File: config.mk
export PLATFORM = sky130hd
export DESIGN_NAME = fgen
export DESIGN_NICKNAME = d
export VERILOG_FILES = /design/src/rtl/fgen.sv
export SDC_FILE = /design/constraint.sdc
export NUM_CORES = 2
export LEC_CHECK = 0
export ABC_CLOCK_PERIOD_IN_PS = 8800
export BUFFER_PORTS_ARGS = -buffer_cell sky130_fd_sc_hd__buf_2
export CORE_MARGIN = 1.5
export CORE_UTILIZATION = 60
export CTS_CLUSTER_SIZE = 25
export DETAILED_ROUTE_END_ITERATION = 8
export PLACE_DENSITY_LB_ADDON = 0.25
export SETUP_SLACK_MARGIN = 0.2
export SYNTH_ARGS = -nofsm -noshare
export SYNTH_HDL_FRONTEND = slang
export SYNTH_SLANG_ARGS = --single-unit
File: constraint.sdc
create_clock -name clk -period 8.8 [get_ports clk]
set_input_delay 0.44 -clock clk [delete_from_list [all_inputs] [get_ports clk]]
set_output_delay 0.44 -clock clk [all_outputs]
set_load 0.02 [all_outputs]
File: src/rtl/fgen.sv
// fgen: host-programmed write sequencer.
// Plays a table of delayed slave-bus writes per trigger.
module fgen #(
  parameter int NENT = 32
) (
  input  logic        clk,
  input  logic        rst_n,
  input  logic        trig,
  input  logic [31:0] lb_data,
  input  logic [15:0] lb_addr,
  input  logic        lb_write,
  output logic [31:0] lbo_data,
  output logic [15:0] lbo_addr,
  output logic        lbo_write,
  output logic        collision
);
  localparam int          IW   = $clog2(NENT);
  localparam logic [11:0] ELIM = 12'(2 * NENT);
  localparam logic [8:0]  LMAX = 9'(NENT);

  typedef enum logic {IDLE, PLAY} st_t;

  st_t         st_q, st_d;
  logic        en_q, en_d;
  logic [8:0]  len_q, len_d;
  logic [8:0]  plen_q, plen_d;
  logic [8:0]  idx_q, idx_d;
  logic        arm_q, arm_d;
  logic [15:0] cnt_q, cnt_d;
  logic [31:0] lbo_data_q, lbo_data_d;
  logic [15:0] lbo_addr_q, lbo_addr_d;
  logic        lbo_write_q, lbo_write_d;
  logic        coll_q, coll_d;
  logic        fire;

  logic [31:0] ta [NENT];
  logic [31:0] tb [NENT];

  logic          ctrl_hit, ent_hit, ent_wr;
  logic [IW-1:0] ent_idx;
  logic [8:0]    len_in;
  logic [31:0]   cur_a, cur_b;
  logic [15:0]   cur_dly;

  assign ctrl_hit = lb_write && (lb_addr == 16'h0000);
  assign ent_hit  = lb_write && (lb_addr[15:12] == 4'h1)
                 && (lb_addr[11:0] < ELIM);
  assign ent_wr   = ent_hit && (st_q == IDLE);
  assign ent_idx  = lb_addr[IW:1];
  assign len_in   = lb_data[8:0];
  assign cur_a    = ta[idx_q[IW-1:0]];
  assign cur_b    = tb[idx_q[IW-1:0]];
  assign cur_dly  = cur_a[31:16];

  assign lbo_data  = lbo_data_q;
  assign lbo_addr  = lbo_addr_q;
  assign lbo_write = lbo_write_q;
  assign collision = coll_q;

  // Entry table: written only while idle, never reset.
  always_ff @(posedge clk) begin
    if (ent_wr) begin
      if (lb_addr[0]) tb[ent_idx] <= lb_data;
      else            ta[ent_idx] <= lb_data;
    end
  end

  // Next state: CTRL decode, start, per-entry arm/count/fire.
  always_comb begin
    st_d        = st_q;
    en_d        = en_q;
    len_d       = len_q;
    plen_d      = plen_q;
    idx_d       = idx_q;
    arm_d       = arm_q;
    cnt_d       = cnt_q;
    lbo_data_d  = lbo_data_q;
    lbo_addr_d  = lbo_addr_q;
    lbo_write_d = 1'b0;
    coll_d      = 1'b0;
    fire        = 1'b0;
    if (ctrl_hit) begin
      en_d  = lb_data[31];
      len_d = (len_in > LMAX) ? LMAX : len_in;
    end
    unique case (st_q)
      IDLE: begin
        if (trig && en_q && (len_q != 9'd0)) begin
          st_d   = PLAY;
          plen_d = len_q;
          idx_d  = 9'd0;
          arm_d  = 1'b1;
        end
      end
      PLAY: begin
        coll_d = trig | ent_hit;
        if (arm_q) begin
          if (idx_q == plen_q) begin
            st_d  = IDLE;
            arm_d = 1'b0;
          end else if (cur_dly == 16'd0) begin
            fire = 1'b1;
          end else begin
            cnt_d = cur_dly - 16'd1;
            arm_d = 1'b0;
          end
        end else if (cnt_q == 16'd0) begin
          fire = 1'b1;
        end else begin
          cnt_d = cnt_q - 16'd1;
        end
        if (fire) begin
          lbo_write_d = 1'b1;
          lbo_addr_d  = cur_a[15:0];
          lbo_data_d  = cur_b;
          idx_d       = idx_q + 9'd1;
          arm_d       = 1'b1;
        end
      end
      default: ;
    endcase
  end

  // State and output registers, cleared at once by reset.
  always_ff @(posedge clk or negedge rst_n) begin
    if (!rst_n) begin
      st_q        <= IDLE;
      en_q        <= 1'b0;
      len_q       <= 9'd0;
      plen_q      <= 9'd0;
      idx_q       <= 9'd0;
      arm_q       <= 1'b0;
      cnt_q       <= 16'd0;
      lbo_data_q  <= 32'd0;
      lbo_addr_q  <= 16'd0;
      lbo_write_q <= 1'b0;
      coll_q      <= 1'b0;
    end else begin
      st_q        <= st_d;
      en_q        <= en_d;
      len_q       <= len_d;
      plen_q      <= plen_d;
      idx_q       <= idx_d;
      arm_q       <= arm_d;
      cnt_q       <= cnt_d;
      lbo_data_q  <= lbo_data_d;
      lbo_addr_q  <= lbo_addr_d;
      lbo_write_q <= lbo_write_d;
      coll_q      <= coll_d;
    end
  end
endmodule

==> results.sh <==
export IMPL_status="finished, final reports clean"
export IMPL_cp_data_required_time_ps=9520
export IMPL_final_area_um2=92500
export IMPL_cts_buffer_depth=3
export IMPL_ir_drop_v=0.000188
export IMPL_hold_violations=0
export IMPL_fin_nets=3976
export IMPL_vias_per_cell=6.88
export IMPL_worst_path_max_fanout=54
export IMPL_post_route_period_util=0.627
export IMPL_grt_ovfl_total=0
export IMPL_r2r_end="idx_q[6]"
export IMPL_max_freq_ghz=0.181
export IMPL_hpwlAfterDp_mm=104
export IMPL_ys_types=80
export IMPL_placementRows=136
export IMPL_drv_cap=0
export IMPL_reg2reg_depth=12
export IMPL_track_usage=0.296
export IMPL_min_period_ps=5520
export IMPL_die_y_um=374
export IMPL_via_count=40543
export IMPL_start_util=0.603
export IMPL_tns_ps=0
export IMPL_cts_buffers_inserted=200
export IMPL_setup_viol=0
export IMPL_worst_pin_slew_ps=1300
export IMPL_cp_end_kind="flip-flop"
export IMPL_layout_common_cells="edfxtp_1, mux4_2, clkbuf_16"
export IMPL_synth_flop_cell="edfxtp_1"
export IMPL_synth_edf_count=2048
export IMPL_finClkSkew_ps=27.2
export IMPL_rr_startpoint="idx_q[1]"
export IMPL_ctsResizeCount=0
export IMPL_antenna_found_initial=8
export IMPL_holdWs_ps=155
export IMPL_coreArea_um2=137000
export IMPL_cts_tree="yes"
export IMPL_startpoint_type="flip-flop"
export IMPL_power_density_nw_per_um2=215
export IMPL_hold_path_class="in -> async"
export IMPL_path_class="reg -> reg"
export IMPL_dr_pass1_iters=6
export IMPL_avgSynthCellArea_um2=22.3
export IMPL_p_leak_nw=29.8
export IMPL_synth_nets=3759
export IMPL_ys_seq_area_frac=0.773
export IMPL_grt_pass1_vias=40997
export IMPL_die_x_um=374
export IMPL_post_drt_wl_per_cell_um=34.6
export IMPL_cp_arrival_ps=6240
export IMPL_ys_warnings_count=0
export IMPL_drc=0
export IMPL_synthCells=3705
export IMPL_rsz0062_at_grt="false"
export IMPL_drive_gt1_frac=0.290
export IMPL_final_util=0.674
export IMPL_ioPinCount=102
export IMPL_ys_ff_latch=2144
export IMPL_path_clk_slew_ps=60
export IMPL_h_tree_depth=4
export IMPL_grt_max_degree=126
export IMPL_clock_tree_root_cell="clkbuf_16"
export IMPL_clk_latency_ps=840
export IMPL_slew_headroom=0.131
export IMPL_grt_pass1_wl_mm=292
export IMPL_slew_viol_final=0
export IMPL_port_buffers=101
export IMPL_r2r_slack_ps=3280
export IMPL_asyncSetResetFlopFracSynth=0.0448
export IMPL_placed_area_um2=85900
export IMPL_drt_iter0_markers=5674
export IMPL_ant_nets=0
export IMPL_cts_num_sinks=2144
export IMPL_design_die_area_um2=140000
export IMPL_place_gp_congestion=0.849
export IMPL_final_common_cell="edfxtp_1"
export IMPL_syn_area_um2=82700
export IMPL_total_power_mw=19.9
export IMPL_wirelength_mm=204
export IMPL_syn_to_final_growth_pct=11.8
[power breakdown]
part           total [mW]  switching [mW]  internal, mW
clock network        8.54            3.75          4.79
registers            11.2        0.000674          11.2
logic               0.202           0.185        0.0167
[worst max path at each step]
stage | startpoint | end | slack, ps | cells after the start
6_report | idx_q[1] | idx_q[6] | 3280 | 12
2_1_floorplan | lb_addr[13] | tb[15][0] | 4850 | 6
5_1_grt | idx_q[2] | idx_q[0] | 2930 | 12
3_3_place_gp | idx_q[1] | idx_q[0] | 3360 | 12
3_5_place_dp | idx_q[1] | idx_q[6] | 3320 | 12
4_1_cts | idx_q[1] | idx_q[6] | 3280 | 12
[critical path, cell delays in order, from the launching register on]
cell and delay (ps):
dfrtp_4 760, buf_4 730, buf_4 740, mux4_2 590, nand2_1 90, a21o_1 130
a22oi_1 120, nor3_1 310, nand3_1 210, o31ai_4 280, buf_4 730, nand3_1 200
mux2_1 370
[cell usage after synthesis (all sizes together), types with 4 or more instances]
cell / count / share of area
a211oi: 5 / 0.00051
a21oi: 19 / 0.0011
a22o: 6 / 0.00074
a22oi: 14 / 0.0013
a31oi: 9 / 0.00068
and2: 11 / 0.00083
and3: 8 / 0.00061
buf: 118 / 0.0074
clkbuf: 81 / 0.0037
dfrtp: 96 / 0.029
edfxtp: 2048 / 0.74
inv: 6 / 0.00027
mux2: 30 / 0.0042
mux2i: 105 / 0.013
mux4: 563 / 0.15
nand2: 150 / 0.0068
nand2b: 4 / 0.00030
nand3: 75 / 0.0046
nand3b: 7 / 0.00064
nand4: 15 / 0.0011
nor2: 99 / 0.0045
nor2b: 19 / 0.0015
nor3: 15 / 0.00097
nor3b: 6 / 0.00054
nor4: 6 / 0.00045
o2111ai: 7 / 0.00074
o211ai: 8 / 0.00073
o21a: 49 / 0.0044
o21ai: 23 / 0.0014
o221ai: 4 / 0.00042
o22a: 10 / 0.0011
o22ai: 13 / 0.00098
or3: 5 / 0.00038
or4: 4 / 0.00036
xnor2: 7 / 0.00074
xor2: 12 / 0.0013
[registers in the layout, summed over array words and instances, names as in the netlist]
signal	flops
arm_q	1
cnt_q	16
collision	1
en_q	1
idx_q	9
lbo_addr	16
lbo_data	32
lbo_write	1
len_q	9
plen_q	9
st_q	1
ta	1024
tb	1024
[logic make-up (layout without fill, tap and decap cells)]
| logic type | count (synthesis) | count (layout) | synth area share |
|---|---|---|---|
| DFF | 2144 | 2144 | 0.773 |
| muxes | 698 | 698 | 0.170 |
| and+or+nand+nor | 437 | 437 | 0.0250 |
| buffers and inverters | 206 | 598 | 0.0114 |
| AOI/OAI and AO/OA | 199 | 199 | 0.0182 |
| xor gates and xnor gates | 19 | 19 | 0.00201 |
| adders and majority gates | 2 | 2 | 0.000303 |
| other | 0 | 2 | 0 |
[through the flow]
| stage | setup WS [ps] | cells |
|---|---|---|
| floorplan | 4850 | 3705 |
| global placement | 3360 | 5512 |
| detailed placement | 3320 | 5512 |
| CTS | 3280 | 5891 |
| global route | 2930 | 5891 |
| finish | 3280 | 5893 |
[cell type report]
class | count | area (um^2)
sequential | 2144 | 63900
fill | 8394 | 44700
multi-input combinational | 1355 | 18300
clock buffer | 261 | 5450
tap | 1794 | 2240
timing repair buffer | 214 | 1440
clock inverter | 116 | 1040
inverter | 7 | 27.5
antenna | 2 | 5.00
[timing repair]
item,in CTS,in global routing
endpoints found under the setup margin,0,0
hold buffers,2,0
hold endpoints to repair,44,0
buffers inserted,0,0
[layer usage]
metal / GRT usage / wire [um] / up-vias
li1: - / - / 16040
met1: 0.419 / 76200 / 21564
met2: 0.472 / 99800 / 2526
met3: 0.0644 / 21900 / 403
met4: 0.0927 / 6190 / 10
met5: 0 / 53 / -
No activity file was read; power rests on OpenSTA's default activity.
